==> config.mk <==
export PLATFORM = sky130hd
export DESIGN_NAME = mcpu_ctrl_fsm
export DESIGN_NICKNAME = d
export VERILOG_FILES = /design/src/rtl/mcpu_ctrl_fsm_pkg.sv /design/src/rtl/mcpu_mem_wait_timer.sv /design/src/rtl/mcpu_ctrl_fsm.sv
export SDC_FILE = /design/constraint.sdc
export NUM_CORES = 1
export LEC_CHECK = 0
export BUFFER_PORTS_ARGS = -buffer_cell sky130_fd_sc_hd__buf_2
export CORE_AREA = 2 2 53 55
export CTS_CLUSTER_DIAMETER = 60
export CTS_CLUSTER_SIZE = 16
export DETAILED_ROUTE_END_ITERATION = 10
export DIE_AREA = 0 0 55 57
export PLACE_DENSITY = 0.68
export REMOVE_ABC_BUFFERS = 1
export SLEW_MARGIN = 20
export SYNTH_ARGS = -nofsm -noshare
export SYNTH_HDL_FRONTEND = slang
export SYNTH_SLANG_ARGS = --single-unit
==> constraint.sdc <==
create_clock -name clk -period 3.3 [get_ports clk]
set_input_delay 0.495 -clock clk [delete_from_list [all_inputs] [get_ports clk]]
set_output_delay 0.495 -clock clk [all_outputs]
set_load 0.005 [all_outputs]
==> src/rtl/mcpu_ctrl_fsm_pkg.sv <==
// Shared definitions for the multi-cycle MIPS-subset control unit:
// opcode/funct codes, ALU commands, 4-bit state encodings, mux selects.
package mcpu_ctrl_fsm_pkg;

    typedef enum logic [3:0] {
        S_RST      = 4'd0,
        S_FETCH    = 4'd1,
        S_DECODE   = 4'd2,
        S_EXEC_R   = 4'd3,
        S_WB_R     = 4'd4,
        S_EXEC_I   = 4'd5,
        S_WB_I     = 4'd6,
        S_MEM_ADDR = 4'd7,
        S_MEM_RD   = 4'd8,
        S_WB_MEM   = 4'd9,
        S_MEM_WR   = 4'd10,
        S_BRANCH   = 4'd11,
        S_JUMP     = 4'd12,
        S_JAL      = 4'd13,
        S_JR       = 4'd14,
        S_FAULT    = 4'd15
    } state_t;

    localparam logic [5:0] OP_RTYPE = 6'h00;
    localparam logic [5:0] OP_J     = 6'h02;
    localparam logic [5:0] OP_JAL   = 6'h03;
    localparam logic [5:0] OP_BEQ   = 6'h04;
    localparam logic [5:0] OP_BNE   = 6'h05;
    localparam logic [5:0] OP_ADDI  = 6'h08;
    localparam logic [5:0] OP_XORI  = 6'h0E;
    localparam logic [5:0] OP_LW    = 6'h23;
    localparam logic [5:0] OP_SW    = 6'h2B;

    localparam logic [5:0] FN_JR    = 6'h08;
    localparam logic [5:0] FN_ADD   = 6'h20;
    localparam logic [5:0] FN_SUB   = 6'h22;
    localparam logic [5:0] FN_SLT   = 6'h2A;

    localparam logic [2:0] ALU_ADD  = 3'd0;
    localparam logic [2:0] ALU_SUB  = 3'd1;
    localparam logic [2:0] ALU_XOR  = 3'd2;
    localparam logic [2:0] ALU_SLT  = 3'd3;
    localparam logic [2:0] ALU_AND  = 3'd4;
    localparam logic [2:0] ALU_NAND = 3'd5;
    localparam logic [2:0] ALU_NOR  = 3'd6;
    localparam logic [2:0] ALU_OR   = 3'd7;

    localparam logic [1:0] DST_RD   = 2'd0;
    localparam logic [1:0] DST_RT   = 2'd1;
    localparam logic [1:0] DST_R31  = 2'd2;

    localparam logic [1:0] WD_ALU   = 2'd0;
    localparam logic [1:0] WD_MDR   = 2'd1;
    localparam logic [1:0] WD_PC    = 2'd2;

    localparam logic [1:0] SA_PC    = 2'd0;
    localparam logic [1:0] SA_A     = 2'd1;

    localparam logic [1:0] SB_IMMSH = 2'd0;
    localparam logic [1:0] SB_IMM   = 2'd1;
    localparam logic [1:0] SB_B     = 2'd2;
    localparam logic [1:0] SB_FOUR  = 2'd3;

    localparam logic [1:0] PCS_ALU  = 2'd0;
    localparam logic [1:0] PCS_JMP  = 2'd1;
    localparam logic [1:0] PCS_REG  = 2'd2;
    localparam logic [1:0] PCS_A    = 2'd3;

    // DECODE dispatch; anything unrecognised lands in FAULT.
    function automatic state_t dispatch(input logic [5:0] op,
                                        input logic [5:0] fn);
        state_t s;
        s = S_FAULT;
        case (op)
            OP_RTYPE: begin
                if (fn == FN_ADD || fn == FN_SUB || fn == FN_SLT)
                    s = S_EXEC_R;
                else if (fn == FN_JR)
                    s = S_JR;
            end
            OP_LW, OP_SW:     s = S_MEM_ADDR;
            OP_ADDI, OP_XORI: s = S_EXEC_I;
            OP_BEQ, OP_BNE:   s = S_BRANCH;
            OP_J:             s = S_JUMP;
            OP_JAL:           s = S_JAL;
            default:          s = S_FAULT;
        endcase
        return s;
    endfunction

endpackage

==> src/rtl/mcpu_mem_wait_timer.sv <==
// Memory wait counter: counts cycles spent waiting on mem_ready.
// Ports: clk, reset (async low), clear, waiting in; expired out.
module mcpu_mem_wait_timer #(
    parameter int MEM_TIMEOUT = 16
) (
    input  logic clk,
    input  logic reset,
    input  logic clear,
    input  logic waiting,
    output logic expired
);

    localparam int CW = (MEM_TIMEOUT > 1) ? $clog2(MEM_TIMEOUT) : 1;
    localparam logic [CW-1:0] LIMIT =
        CW'((MEM_TIMEOUT > 0) ? MEM_TIMEOUT - 1 : 0);

    logic [CW-1:0] count;

    always_ff @(posedge clk or negedge reset) begin
        if (!reset)
            count <= '0;
        else if (clear)
            count <= '0;
        else if (waiting)
            count <= count + CW'(1);
    end

    // Fires during the MEM_TIMEOUT-th consecutive wait cycle; a cycle
    // with mem_ready high is never a wait cycle, so ready always wins.
    assign expired = (MEM_TIMEOUT != 0) && waiting && (count == LIMIT);

endmodule

==> src/rtl/mcpu_ctrl_fsm.sv <==
// Multi-cycle control FSM: fetch/decode/execute/memory/write-back,
// all register enables and datapath selects, mem handshake + timeout.
// Ports: clk, reset (async low), opcode, funct, zero, mem_ready in;
// mem_req/we/in, *_we, selects, alu_op, instr_retired, fault,
// state_out out. MCPU_CTRL_PERF_EN adds cycle_count/instr_count.
module mcpu_ctrl_fsm
    import mcpu_ctrl_fsm_pkg::*;
#(
    parameter int ALUOP_W     = 3,
    parameter int MEM_TIMEOUT = 16
`ifdef MCPU_CTRL_PERF_EN
    ,
    parameter int CNT_W       = 32
`endif
) (
    input  logic               clk,
    input  logic               reset,
    input  logic [5:0]         opcode,
    input  logic [5:0]         funct,
    input  logic               zero,
    input  logic               mem_ready,
    output logic               mem_req,
    output logic               mem_we,
    output logic               mem_in,
    output logic               pc_we,
    output logic               ir_we,
    output logic               a_we,
    output logic               b_we,
    output logic               reg_we,
    output logic [1:0]         reg_dst,
    output logic [1:0]         reg_in,
    output logic [1:0]         alu_src_a,
    output logic [1:0]         alu_src_b,
    output logic [ALUOP_W-1:0] alu_op,
    output logic [1:0]         pc_src,
    output logic               instr_retired,
    output logic               fault,
    output logic [3:0]         state_out
`ifdef MCPU_CTRL_PERF_EN
    ,
    output logic [CNT_W-1:0]   cycle_count,
    output logic [CNT_W-1:0]   instr_count
`endif
);

    state_t state;
    logic   expired;
    logic   waiting;
    logic   clear;

    assign waiting = mem_req & ~mem_ready;
    // Leaving a wait state always happens with ready high, so clearing
    // on "not waiting" is equivalent to clearing on entry.
    assign clear   = ~waiting;

    mcpu_mem_wait_timer #(
        .MEM_TIMEOUT(MEM_TIMEOUT)
    ) u_timer (
        .clk    (clk),
        .reset  (reset),
        .clear  (clear),
        .waiting(waiting),
        .expired(expired)
    );

    always_ff @(posedge clk or negedge reset) begin
        if (!reset) begin
            state <= S_RST;
        end else begin
            unique case (state)
                S_RST:    state <= S_FETCH;
                S_FETCH: begin
                    if (mem_ready)    state <= S_DECODE;
                    else if (expired) state <= S_FAULT;
                end
                S_DECODE:   state <= dispatch(opcode, funct);
                S_EXEC_R:   state <= S_WB_R;
                S_EXEC_I:   state <= S_WB_I;
                S_MEM_ADDR: state <= (opcode == OP_SW) ? S_MEM_WR
                                                       : S_MEM_RD;
                S_MEM_RD: begin
                    if (mem_ready)    state <= S_WB_MEM;
                    else if (expired) state <= S_FAULT;
                end
                S_MEM_WR: begin
                    if (mem_ready)    state <= S_FETCH;
                    else if (expired) state <= S_FAULT;
                end
                S_WB_R, S_WB_I, S_WB_MEM,
                S_BRANCH, S_JUMP, S_JAL, S_JR:
                    state <= S_FETCH;
                S_FAULT:  state <= S_FAULT;
                default:  state <= S_FAULT;
            endcase
        end
    end

    always_comb begin
        mem_req       = 1'b0;
        mem_we        = 1'b0;
        mem_in        = 1'b0;
        pc_we         = 1'b0;
        ir_we         = 1'b0;
        a_we          = 1'b0;
        b_we          = 1'b0;
        reg_we        = 1'b0;
        reg_dst       = DST_RD;
        reg_in        = WD_ALU;
        alu_src_a     = SA_PC;
        alu_src_b     = SB_IMMSH;
        alu_op        = ALUOP_W'(ALU_ADD);
        pc_src        = PCS_ALU;
        instr_retired = 1'b0;
        unique case (state)
            S_FETCH: begin
                mem_req = 1'b1;
                if (mem_ready) begin
                    ir_we     = 1'b1;
                    pc_we     = 1'b1;
                    alu_src_b = SB_FOUR;
                end
            end
            S_DECODE: begin
                a_we = 1'b1;
                b_we = 1'b1;
            end
            S_EXEC_R: begin
                alu_src_a = SA_A;
                alu_src_b = SB_B;
                if (funct == FN_SUB)
                    alu_op = ALUOP_W'(ALU_SUB);
                else if (funct == FN_SLT)
                    alu_op = ALUOP_W'(ALU_SLT);
            end
            S_WB_R: begin
                reg_we        = 1'b1;
                instr_retired = 1'b1;
            end
            S_EXEC_I: begin
                alu_src_a = SA_A;
                alu_src_b = SB_IMM;
                if (opcode == OP_XORI)
                    alu_op = ALUOP_W'(ALU_XOR);
            end
            S_WB_I: begin
                reg_we        = 1'b1;
                reg_dst       = DST_RT;
                instr_retired = 1'b1;
            end
            S_MEM_ADDR: begin
                alu_src_a = SA_A;
                alu_src_b = SB_IMM;
            end
            S_MEM_RD: begin
                mem_req = 1'b1;
                mem_in  = 1'b1;
            end
            S_WB_MEM: begin
                reg_we        = 1'b1;
                reg_dst       = DST_RT;
                reg_in        = WD_MDR;
                instr_retired = 1'b1;
            end
            S_MEM_WR: begin
                mem_req       = 1'b1;
                mem_we        = 1'b1;
                mem_in        = 1'b1;
                instr_retired = mem_ready;
            end
            S_BRANCH: begin
                alu_src_a     = SA_A;
                alu_src_b     = SB_B;
                alu_op        = ALUOP_W'(ALU_SUB);
                pc_src        = PCS_REG;
                pc_we         = (opcode == OP_BNE) ? ~zero : zero;
                instr_retired = 1'b1;
            end
            S_JUMP: begin
                pc_we         = 1'b1;
                pc_src        = PCS_JMP;
                instr_retired = 1'b1;
            end
            S_JAL: begin
                pc_we         = 1'b1;
                pc_src        = PCS_JMP;
                reg_we        = 1'b1;
                reg_dst       = DST_R31;
                reg_in        = WD_PC;
                instr_retired = 1'b1;
            end
            S_JR: begin
                pc_we         = 1'b1;
                pc_src        = PCS_A;
                instr_retired = 1'b1;
            end
            default: ;
        endcase
    end

    assign fault     = (state == S_FAULT);
    assign state_out = state;

`ifdef MCPU_CTRL_PERF_EN
    always_ff @(posedge clk or negedge reset) begin
        if (!reset) begin
            cycle_count <= '0;
            instr_count <= '0;
        end else begin
            if (state != S_RST && state != S_FAULT)
                cycle_count <= cycle_count + CNT_W'(1);
            if (instr_retired)
                instr_count <= instr_count + CNT_W'(1);
        end
    end
`endif

endmodule
==> results, run 1 <==
- The flow ran to the end, and the final reports show no timing, DRC or antenna violations.
- The worst endpoint data arrival time is 1.78 ns.
- The capturing element type of the critical path is a primary output.
- TritonCTS built the clock tree.
- Counting distinct cell types in the post-synthesis netlist gives 48.
- The synthesized netlist occupies a cell area of 996.0 sq um.
- Using the TritonRoute via totals, the vias-per-cell ratio works out to 5.553.
- The horizontal die dimension is 55 microns.
- The synthesized netlist cell count is 138.
- The share of flip-flops with an asynchronous set or reset is 100.0%.
- In this run the vertical extent of the chip is 57 microns.
- Together, buffers and inverters on the worst path number 1.
- The root buffer cell is sky130_fd_sc_hd__clkbuf_4.
- The headroom to the max-slew limit is 57.31%.
- The number of antenna violations at the first check in global routing came to 0.
- The number of gates resized after CTS is 0.
- The routability congestion estimate from global placement is 0.8690.
- The clock passes through at most 2 buffers.
- The hold buffer count at CTS is 0.
- The initial utilization of the core area, before any placement, comes to 38.09%.
- Among all stages on the critical path, the largest delay is contributed by sky130_fd_sc_hd__dfrtp_1.
- The clock-pin slew on the worst setup and hold paths is 0.05 ns.
- Broken down by cell family, the worst path's largest delay share belongs to flip-flops.
- The via count of the first global-routing pass is 905.
- The setup fix buffers added after clock tree synthesis is 0.
- Before CTS, the worst setup slack after placement is 1.177 ns.
- The worst path required time is 2.80 ns.
- The number of rows in the core area is 19.
- The layout has 302 filler cells.
- Cells with a size suffix above 1 make up 29.76% of the layout.
- Summing over every cut layer, the via total after detailed routing is 1105.
- The maximum number of pins on one net before global-route repair is 25.
- The total number of H-tree levels is 1.
- Setup repair after global routing left no endpoint under its margin.
- The worst-case clock skew is 0.005112 ns.
- After floorplanning, the core was sized to cover 2615 sq um.
- The number of input and output port buffers inserted is 40.
- The maximum VDD drop is 0.0002615 V.
- The number of register bits inferred by synthesis is 8.
- The worst-margin pin slew is 0.6404 ns.
- The biggest fanout along the worst timing path is 24.
- The number of placed instances, taps included, is 196.
- The share of the yosys chip area belonging to registers is 20.10%.
- The worst hold path belongs to the class primary input to async pin.
- The tool flagged a number of max-cap violations equal to 0.
- The number of warnings reported in the yosys synthesis log is 0.
- The top-level I/O count is 43.
- The number of detailed-route iterations in the first pass is 4.
- The count of unresolved DRC violations after routing is 0.
- The placed instances occupy a cell area of 1151 sq um.
- Dividing total power by cell area gives a power density of 624.3 nW/um^2.
- After layout, the worst setup slack is 1.023 ns.
- STA classifies the critical path startpoint as a register.
- TritonCTS created 3 clock buffers.
- The final layout contains 187 nets.
- Compared with the post-synthesis result, the final layout area differs by 17.84%.
- The total clock sinks is 8.
- The max-slew violation count was 0.
- The number of hold-slack violations in the final timing report is 0.
- The count of nets left with antenna violations once routing finished came out at 0.
- The finished layout holds 199 standard cells, fillers aside.
- The core occupancy in the finished layout is 44.88%.
- After detailed routing, the average wire length per cell comes to 12.32 microns.
- After global routing the overflow that remains totals 0.
- The first global-routing pass estimated 3877 microns of wire.
- Subtracting the final worst setup slack from the clock period gives 2.277 ns.
- The power consumption is 0.7327 mW.
- The final non-filler cell area is 1174 sq um.
- The critical path goes through nor3b_1 -> o21a_1 -> buf_2.
- The floorplan die area is 3135 sq um.
- The worst setup path is of the register to primary output kind.
- The mean instance size in the synthesized netlist is 7.217 sq um.
- The total wirelength of the detailed-routed design is 2451 microns.
- The half-perimeter wire length after placement is 1948 microns.
- Setup slack on the worst reg-to-reg path comes out at 1.36 ns.
- For this run, the top clock speed supported by timing is 0.4391 GHz.
- The leakage power of the design is 0.5599 nW.
- The number of antenna diodes in the final layout is 0.
- Dividing the final minimum period by the clock period gives 69.01%.
- The worst hold slack after final layout is 0.07270 ns.
- The sum of negative setup slack is 0 ns.
- The final setup violation count is 0.
- The first routing iteration left 14 violations.
- Among all flip-flop cells after synthesis, the most frequent one is sky130_fd_sc_hd__dfrtp_1.
- The largest single stage delay on the critical path is 0.75 ns.
- The clock latency reported for the late side of the worst-skew pair is 0.25 ns.
- For this run, the total global-route usage over all layers was measured as 16.13%.
- Counting flops with a built-in enable in the synthesized netlist gives 0.
worst paths after layout:
kind / from / to / cells past startpoint
worst max-delay path: state_out[0]$_DFF_PN0_ / mem_req / 3
worst min-delay path: reset / u_timer.count[2]$_DFF_PN0_ / 1
worst max register to register: state_out[0]$_DFF_PN0_ / state_out[1]$_DFF_PN0_ / 5
worst min register to register: u_timer.count[0]$_DFF_PN0_ / u_timer.count[0]$_DFF_PN0_ / 1
max in group asynchronous: reset / state_out[0]$_DFF_PN0_ / 1
min in group clk: u_timer.count[0]$_DFF_PN0_ / u_timer.count[0]$_DFF_PN0_ / 1
worst reg2reg max path: cells and delay by family (launching register included):
family / cells / cell delay (ns)
flip-flops: 1 / 0.75
AND/OR/NAND/NOR: 3 / 0.85
AO/OA/AOI/OAI: 1 / 0.12
buffers and inverters: 1 / 0.09
per-layer routing:
metal	track usage, %	routed length (microns)
met5	0	0
met4	2.091	0
met3	3.141	131
met2	24.66	1179
met1	24.06	1141
cells in the final DEF (no fill, tap or decap), drive strengths merged, types with 2 or more instances in the layout:
cell type  instances
a21oi             11
nor4b              2
nand2             11
nand4b             2
nand4              2
o221ai             2
nor3               6
nand3b             2
nand3              3
clkbuf             3
nand2b             5
o21ai              7
a211oi             2
nor2              18
dfrtp              8
buf               40
or4b               2
a31oi              2
or2                2
nor2b              3
nor3b              4
conb               2
inv                7
o22ai              2
xnor2              4
power breakdown:
part,switching (mW),internal (mW),total (mW)
Clock,0.0300,0.0414,0.0713
Combinational,0.226,0.211,0.437
Sequential,0.0999,0.125,0.225
Total,0.356,0.377,0.733
Yosys cell counts, drive strengths merged, types with 4 or more instances:
| cell | instances | area [sq um] |
|---|---|---|
| xnor2 | 4 | 35.03 |
| inv | 7 | 26.28 |
| nor2 | 18 | 67.56 |
| buf | 11 | 76.32 |
| o21ai | 7 | 35.03 |
| nor3 | 6 | 30.03 |
| a21oi | 11 | 58.81 |
| nor3b | 4 | 30.03 |
| nand2 | 11 | 41.29 |
| nand2b | 5 | 41.29 |
| dfrtp | 8 | 200.2 |
layout make-up:
class	instances	area, sq um	share of cell area, %
Multi-Input combinational cell	110	685.7	58.42
Sequential cell	8	200.2	17.06
Timing Repair Buffer	40	200.2	17.06
Tap cell	31	38.79	3.305
Inverter	7	26.28	2.239
Clock buffer	3	22.52	1.919
registers in the layout (all words and copies together), names as in the netlist:
register and cells:
state_out 4, u_timer.count 4
logic make-up (layout without fill, tap and decap cells):
| kind of cell | after synthesis | count (layout) | synth area share, % |
|---|---|---|---|
| AND/OR/NAND/NOR | 67 | 67 | 38.19 |
| AO/OA/AOI/OAI | 34 | 34 | 23.24 |
| buffers and inverters | 21 | 50 | 11.43 |
| flip-flops | 8 | 8 | 20.10 |
| XOR/XNOR | 5 | 5 | 4.397 |
| adder cells (fa/ha/maj) | 1 | 1 | 1.256 |
| other | 1 | 2 | 0.3765 |
| multiplexers | 1 | 1 | 1.005 |
Note: power is estimated with default switching activity, not from simulation.
==> inputs of run 2 (changes only) <==
Clock period 3.3 ns to 2.1 ns, I/O delays scaled along.
==> run 2 against run 1 <==
  * Cell count grew 2.0%
  * Power rose by 66%
  * Register-to-register slack worse by 0.96 ns
  * Die area is the same
  * Critical endpoint is now pc_we
  * Design area grew 2.9%
  * Largest power group unchanged
==> results, run 2 (synthesized netlist as in run 1, its figures left out) <==
- The cell depth of the worst flop-to-flop path is 4 (-1).
- The flow ran to the end, and the final reports show no timing, DRC or antenna violations.
- The internal power consumption is 0.6330 mW (+68%).
- The number of buffers added by the clock tree synthesis step is 3 (unchanged).
- The combinational share of power is 65.7% (+6.1 points).
- The worst setup slack before clock tree synthesis is 0.3321 ns (-0.8444 ns).
- The max-slew violation count came to 0 (unchanged).
- The total number of H-tree levels is 1 (unchanged).
- The top-level I/O count is 43 (unchanged).
- The most critical setup path has its startpoint at state_out[3]$_DFF_PN0_.
- The worst path required time is 1.78 ns (-1.02 ns).
- The DRC marker count from the first detailed-route iteration was 27 (+13).
- The average detailed-routed wire length per instance was 13.08 microns (+6.2%).
- The number of nets at the end of the flow is 191 (+2.1%).
- For the finished layout, the period the worst path requires is 1.943 ns.
- The root buffer cell is sky130_fd_sc_hd__clkbuf_4.
- The endpoint of the worst setup timing path is pc_we.
- STA classifies the critical path startpoint as a register.
- The diode insertion count for antenna repair was 0 (unchanged).
- The wire length of the first global-routing pass is 4215 microns (+8.7%).
- The number of rows in the core area is 19 (unchanged).
- The class of the most critical setup path is register to primary output.
- The height of the die came to 57 microns (unchanged).
- The maximum achievable frequency is 0.5146 GHz.
- The floorplan die area is 3135 sq um (unchanged).
- In the layout the commonest cells are sky130_fd_sc_hd__buf_2, sky130_fd_sc_hd__nor2_1, sky130_fd_sc_hd__nand2_1, sky130_fd_sc_hd__a21oi_1.
- The number of detailed-route iterations in the first pass is 4 (unchanged).
- The clock-pin slew on the worst setup and hold paths is 0.06 ns (about the same).
- Dividing the final minimum period by the clock period gives 92.53%.
- The final setup violation count is 0 (unchanged).
- The maximum number of pins on one net before global-route repair is 18 (-28%).
- The leading cell type in the layout, fill and taps excluded is sky130_fd_sc_hd__buf_2.
- The count of maximum capacitance violations was 0 (unchanged).
- The global router's overall resource usage is 17.53% (+1.4 points).
- The part of the total power dissipated in the clock network is 9.4% (-0.3 points).
- Setup repair after global routing left no endpoint under its margin.
- The share of layout cells above drive strength 1 is 31.40% (+1.6 points).
- The maximum VDD drop is 0.0005632 V (+120%).
- The number of fillers in the final layout is 282 (-6.6%).
- Traced cell by cell, the critical path runs through nor2_1 -> nand4_1 -> inv_1 -> a211o_1 -> buf_2.
- The residual overflow from global routing is 0 (unchanged).
- The sum of negative setup slack is 0 ns (unchanged).
- The worst register-to-register path begins at state_out[3]$_DFF_PN0_.
- The number of hold-slack violations in the final timing report is 0 (unchanged).
- The power consumption came to 1.216 mW (+66%).
- The largest stage delay on the critical path came to 0.58 ns (-0.17 ns).
- The power density over the cells was 1007 nW/um^2 (+61%).
- The leakage power of the design is 0.5773 nW (+3.1%).
- The count of unresolved DRC violations after routing is 0 (unchanged).
- The post-detailed-route count of antenna-violating nets is 0 (unchanged).
- The clock latency reported for the late side of the worst-skew pair was 0.25 ns (about the same).
- The via count of the first global-routing pass is 995 (+9.9%).
- The overall via count from detail_route came to 1162 (+5.2%).
- The setup fix buffers added after clock tree synthesis is 0 (unchanged).
- The starting utilization of the core area is 38.09% (unchanged).
- The placeable core region is 2615 sq um (unchanged).
- The class of the tightest hold or removal check is primary input to register.
- The number of input and output port buffers inserted was 40 (unchanged).
- The area growth from synthesis to layout is 21.23%.
- The worst endpoint data arrival time was 1.63 ns (-0.15 ns).
- The total clock sinks is 8 (unchanged).
- The power share of the sequential group is 25.0% (-5.7 points).
- The biggest fanout along the worst timing path is 11 (-54%).
- The register-to-register setup slack is 0.40 ns (-0.96 ns).
- The capturing element type of the critical path is a primary output.
- The number of antenna violations at the first check in global routing came to 0 (unchanged).
- The worst-case clock skew is 0.005514 ns (+0.0004020 ns).
- The half-perimeter wire length after placement is 2108 microns (+8.2%).
- The total wirelength of the detailed-routed design is 2656 microns (+8.4%).
- The worst register-to-register path ends at state_out[1]$_DFF_PN0_.
- The maximum root-to-sink buffer count is 2 (unchanged).
- The switching part of the total power came to 47.95% (-0.61 points).
- The critical-path cell with the highest stage delay is sky130_fd_sc_hd__dfrtp_1.
- The switching power total is 0.5831 mW (+64%).
- The via density per instance is 5.724 (+3.1%).
- The horizontal die dimension was 55 microns (unchanged).
- The routability congestion estimate from global placement is 0.8582 (-1.2%).
- The post-layout worst setup margin is 0.1568 ns (-0.8657 ns).
- The CTS tree is done.
- The core occupancy in the finished layout was 46.17% (+1.3 points).
run 2: cell types whose count changed in the layout (fill, tap and decap cells not counted):
| cell | before | now |
|---|---|---|
| sky130_fd_sc_hd__dfrtp_1 | 8 | 7 |
| sky130_fd_sc_hd__dfrtp_2 | 0 | 1 |
| sky130_fd_sc_hd__dlygate4sd3_1 | 0 | 1 |
| sky130_fd_sc_hd__buf_4 | 0 | 3 |
run 2: cell type report:
type	count	area [sq um]	area share, %
clock buffers	3	22.52	1.865
well taps	31	38.79	3.212
inverters	7	26.28	2.176
multi-input cells	110	685.7	56.79
repair buffers	44	232.7	19.27
flip-flops and latches	8	201.4	16.68
run 2: worst max-delay path, delay by kind of cell (launching register included):
family                 cells  cell delay, ns
AO/OA/AOI/OAI              1            0.27
buffers and inverters      2            0.20
flip-flops                 1            0.58
AND/OR/NAND/NOR            2            0.34
run 2: metal layers:
metal  vias to the layer above  GRT usage (%)  part of all wire, %
li1                        558              -                    -
met1                       573          23.73                   45
met2                        29          28.74                   50
met3                         2          3.403                  5.2
met4                         0          3.484                 0.38
met5                         -              0                    0
run 2: through the flow:
stage | hold WS [ns] | instance area [sq um] | instances
detailed placement | 0.1621 | 1174 | 199
global placement | 0.1575 | 1174 | 199
global route | 0.4219 | 1207 | 203
finish | 0.4039 | 1207 | 203
floorplan | 0.01941 | 912.1 | 125
CTS | 0.3997 | 1206 | 203
run 2: power by group through the flow:
stage	Clock, mW	Sequential (mW)	Combinational (mW)
after global routing	0.129	0.314	0.891
after floorplan	0	0.320	0.442
after CTS	0.118	0.297	0.800
after detailed placement	0	0.300	0.793
final	0.114	0.304	0.799
after global placement	0	0.296	0.782
run 2: repair_timing:
item / 4_1_cts / 5_1_grt
endpoints found under the hold margin: 8 / 0
setup endpoints to repair: 0 / 1
resized for setup: 0 / 1
hold buffers: 1 / 0
run 2: worst min path at each step:
stage | from | end | cells after the start
detailed placement | reset | u_timer.count[3]$_DFF_PN0_ | 1
global placement | reset | u_timer.count[3]$_DFF_PN0_ | 1
CTS | opcode[4] | state_out[0]$_DFF_PN0_ | 3
global route | opcode[4] | state_out[0]$_DFF_PN0_ | 3
finish | opcode[4] | state_out[0]$_DFF_PN0_ | 3
floorplan | reset | state_out[0]$_DFF_PN0_ | 0
==> inputs of run 3 (changes only) <==
Settings changed: ABC_AREA set to 1, CORE_AREA 2 2 53 55 to 2 2 52 54, DIE_AREA 0 0 55 57 to 0 0 54 56, PLACE_DENSITY 0.68 to 0.67.
==> run 3 against run 2 <==
  * Synthesized area shrank 6.0%
  * Clock power is 4% higher
  * Routed wire length down 10%
  * Utilization up 2.6 points
  * Sequential power decreased by 12%
  * Global-route usage fell by 1.9 points
  * Sequential cell count unchanged
  * Design area down 1.8%
  * Setup slack about the same
  * Critical path depth did not move
  * Register-to-register slack better by 0.26 ns
  * Clock-buffer cell count unchanged
  * Critical endpoint is now alu_op[1]
==> results, run 3 <==
- The netlist area before placement was 935.9 sq um (-6.0%).
- The starting utilization of the core area is 38.48% (+0.39 points).
- The hold path endpoint is u_timer.count[2]$_DFF_PN0_.
- Of all cell types, the one taking the most synthesized area is sky130_fd_sc_hd__dfrtp_1.
- The number of detailed-route iterations in the first pass is 4 (unchanged).
- The horizontal die dimension is 54 microns (-1.8%).
- The nature of the critical path startpoint is a register.
- TritonCTS built the clock tree.
- The share of the yosys chip area belonging to registers is 21.39% (+1.3 points).
- The beginning of the worst hold path is mem_ready.
- The area growth from synthesis to layout is 26.74%.
- The height of the die is 56 microns (-1.8%).
- The global-route track usage on met3 is 2.957% (-0.45 points).
- The mux cell area share after synthesis came to 0% (-1.0 points).
- The xor and xnor area share after synthesis is 0.9358% (-3.5 points).
- After global routing, the most crowded layer is met2.
- The number of input and output port buffers inserted is 40 (unchanged).
- The average detailed-routed wire length per instance was 9.860 microns (-25%).
- The clock latency reported for the late side of the worst-skew pair was 0.25 ns (about the same).
- STA classifies the critical path endpoint as a primary output.
- The count of cells along the worst hold path is 4 (+1).
- The number of distinct standard cells referenced by the synthesized netlist was 23 (-52%).
- The synthesized-area fraction occupied by ao, oa, aoi and oai cells was 13.24% (-10 points).
- The number of synthesized flops with an enable pin is 0 (unchanged).
- The top-level I/O count is 43 (unchanged).
- The residual overflow from global routing was 0 (unchanged).
- The power density over the cells is 909.9 nW/um^2 (-9.7%).
- The share of flip-flops with an asynchronous set or reset was 100.0% (unchanged).
- The post-detailed-route count of antenna-violating nets is 0 (unchanged).
- By area the synthesized netlist is led by sky130_fd_sc_hd__dfrtp_1, sky130_fd_sc_hd__nand2_1, sky130_fd_sc_hd__nor2_1, sky130_fd_sc_hd__inv_1, sky130_fd_sc_hd__nand3_1.
- The maximum VDD drop is 0.0004817 V (-14%).
- The cell depth of the worst flop-to-flop path was 6 (+2).
- The count of maximum capacitance violations is 0 (unchanged).
- The worst path required time is 1.78 ns (about the same).
- The count of unresolved DRC violations after routing was 0 (unchanged).
- The biggest fanout along the worst timing path is 8 (-3).
- The number of hold-slack violations in the final timing report is 0 (unchanged).
- The adder and majority cell fraction of the synthesized area was 1.337% (+0.081 points).
- The critical-path cell with the highest stage delay is sky130_fd_sc_hd__dfrtp_1.
- The global router's overall resource usage is 15.68% (-1.9 points).
- The cell area after placement came to 1147 sq um (-2.2%).
- The worst endpoint data arrival time was 1.63 ns (about the same).
- The via count of the first global-routing pass is 892 (-10%).
- The final setup violation count is 0 (unchanged).
- The number of rows in the core area was 18 (-1).
- The global-route met1 utilization is 21.58% (-2.2 points).
- The leakage power of the design is 0.7086 nW (+23%).
- The total wirelength of the detailed-routed design is 2386 microns (-10%).
- The worst-case clock skew came to 0.001622 ns (-0.003892 ns).
- Setup repair after global routing could not meet its margin everywhere.
- The sum of negative setup slack came to 0 ns (unchanged).
- The total clock sinks is 8 (unchanged).
- The half-perimeter wire length after placement came to 1971 microns (-6.5%).
- The mean instance size in the synthesized netlist is 5.473 sq um (-24%).
- The met2 layer usage reported by global route is 24.04% (-4.7 points).
- The top cell type's share of synthesized area is 21.39% (+1.3 points).
- The share of layout cells above drive strength 1 is 25.94% (-5.5 points).
- In this run the worst hold path is classified as primary input to register.
- The largest stage delay on the critical path came to 0.48 ns (-0.10 ns).
- The maximum root-to-sink buffer count was 2 (unchanged).
- The clock-pin slew on the worst setup and hold paths is 0.05 ns (about the same).
- The number of warnings reported in the yosys synthesis log was 0 (unchanged).
- The register-to-register setup slack is 0.66 ns (+0.26 ns).
- The number of register bits inferred by synthesis was 8 (unchanged).
- The diode insertion count for antenna repair came to 0 (unchanged).
- The floorplan die area was 3024 sq um (-3.5%).
- The routability congestion estimate from global placement came to 0.8728 (+1.7%).
- The number of antenna violations at the first check in global routing is 0 (unchanged).
- The endpoint identified for the worst register-to-register timing path is state_out[1]$_DFF_PN0_.
- The tree is rooted in a sky130_fd_sc_hd__clkbuf_4.
- The instance count after placement with tap cells included was 238 (+20%).
- The placeable core region is 2432 sq um (-7.0%).
- The DRC marker count from the first detailed-route iteration came to 39 (+44%).
- The simple-gate share of the synthesized area is 47.46% (+9.3 points).
- The maximum achievable frequency was 0.5146 GHz (about the same).
- Walking the worst path, the cells encountered are inv_1 -> nor2_1 -> nand2_1 -> o22ai_1 -> buf_2.
- The launching point of the worst reg2reg path is state_out[2]$_DFF_PN0_.
- The maximum number of pins on one net before global-route repair is 9 (-9).
- By area, the combinational part of the netlist is dominated by simple AND/OR/NAND/NOR gates.
- The overall via count from detail_route is 1150 (-1.0%).
- The synthesized netlist cell count was 171 (+24%).
- The post-route non-filler standard cell count is 242 (+19%).
- The max-slew violation count is 0 (unchanged).
- The number of buffers added by the clock tree synthesis step came to 3 (unchanged).
- The predominant post-synthesis flop cell is sky130_fd_sc_hd__dfrtp_1.
- The share of the clock period used by the worst path after layout came to 92.53% (about the same).
- In the layout the commonest cells are sky130_fd_sc_hd__nand2_1, sky130_fd_sc_hd__nor2_1, sky130_fd_sc_hd__buf_2, sky130_fd_sc_hd__inv_1, sky130_fd_sc_hd__nand3_1.
- The via density per instance is 4.752 (-17%).
- Counting instances in the post-synthesis netlist gives the leading cell types as sky130_fd_sc_hd__nand2_1, sky130_fd_sc_hd__nor2_1, sky130_fd_sc_hd__inv_1.
- The final non-filler cell area is 1186 sq um (-1.8%).
- The class of the most critical setup path is register to primary output.
- The wire length of the first global-routing pass was 3629 microns (-14%).
- The number of nets at the end of the flow is 231 (+21%).
- The total number of H-tree levels came to 1 (unchanged).
- The run finished with clean final reports.
- The clock period minus worst slack is 1.943 ns (-0.00001000 ns).
[run 3: what timing repair did]
| action | in CTS | in global routing |
|---|---|---|
| endpoints found under the setup margin | 0 | 1 |
| gates resized for setup | 0 | 2 |
| hold buffers | 1 | 0 |
| hold endpoints to repair | 8 | 0 |
| buffers inserted | 0 | 0 |
[run 3: layout make-up]
class / instances / area, sq um
fillers: 275 / 1246
multi-input cells: 130 / 601.8
repair buffers: 41 / 210.2
flip-flops and latches: 8 / 201.4
inverters: 30 / 112.6
well taps: 30 / 37.54
clock buffers: 3 / 22.52
[run 3: logic make-up (layout without fill, tap and decap cells)]
kind of cell             Yosys count  count (layout)
AND/OR/NAND/NOR                  106             106
XOR/XNOR                           1               1
flip-flops                         8               8
other                              1               2
buffers and inverters             34              74
adder cells (fa/ha/maj)            1               1
AO/OA/AOI/OAI                     20              20
[run 3: how the worst max path moves through the flow]
stage,cells after the start,from,endpoint,slack (ns)
2_1_floorplan,8,state_out[3]$_DFF_PN0_,pc_we,0.67
3_3_place_gp,5,state_out[0]$_DFF_PN0_,alu_op[1],0.44
3_5_place_dp,5,state_out[0]$_DFF_PN0_,alu_op[1],0.37
4_1_cts,5,state_out[0]$_DFF_PN0_,alu_op[1],0.09
5_1_grt,5,state_out[2]$_DFF_PN0_,alu_op[1],-0.01
6_report,5,state_out[2]$_DFF_PN0_,alu_op[1],0.16
[run 3: where the power goes]
| group | internal [mW] | switching (mW) | total (mW) |
|---|---|---|---|
| combinational | 0.275 | 0.419 | 0.694 |
| sequential | 0.201 | 0.0651 | 0.267 |
| clock | 0.0655 | 0.0533 | 0.119 |
| total | 0.542 | 0.537 | 1.08 |
[run 3: metal layers]
| metal | up-vias | share of wire, % |
|---|---|---|
| li1 | 615 | - |
| met1 | 496 | 47 |
| met2 | 35 | 45 |
| met3 | 4 | 7.3 |
| met4 | 0 | 0.88 |
| met5 | - | 0 |
[run 3: through the flow]
stage	util (%)	power (mW)	hold WS [ns]	setup slack [ns]
global placement	47.17	0.9618	0.1680	0.4411
finish	48.77	1.079	0.3781	0.1569
CTS	48.51	1.083	0.3704	0.09113
floorplan	-	0.6880	0.01941	0.6713
global route	48.77	1.202	0.3925	-0.01189
detailed placement	47.17	0.9590	0.1684	0.3720
[run 3: worst max-delay path: cells and delay by family (launching register included)]
kind	cells	cell delay, ns
flops	1	0.48
simple gates	2	0.46
buf+inv	2	0.24
compound gates	1	0.19
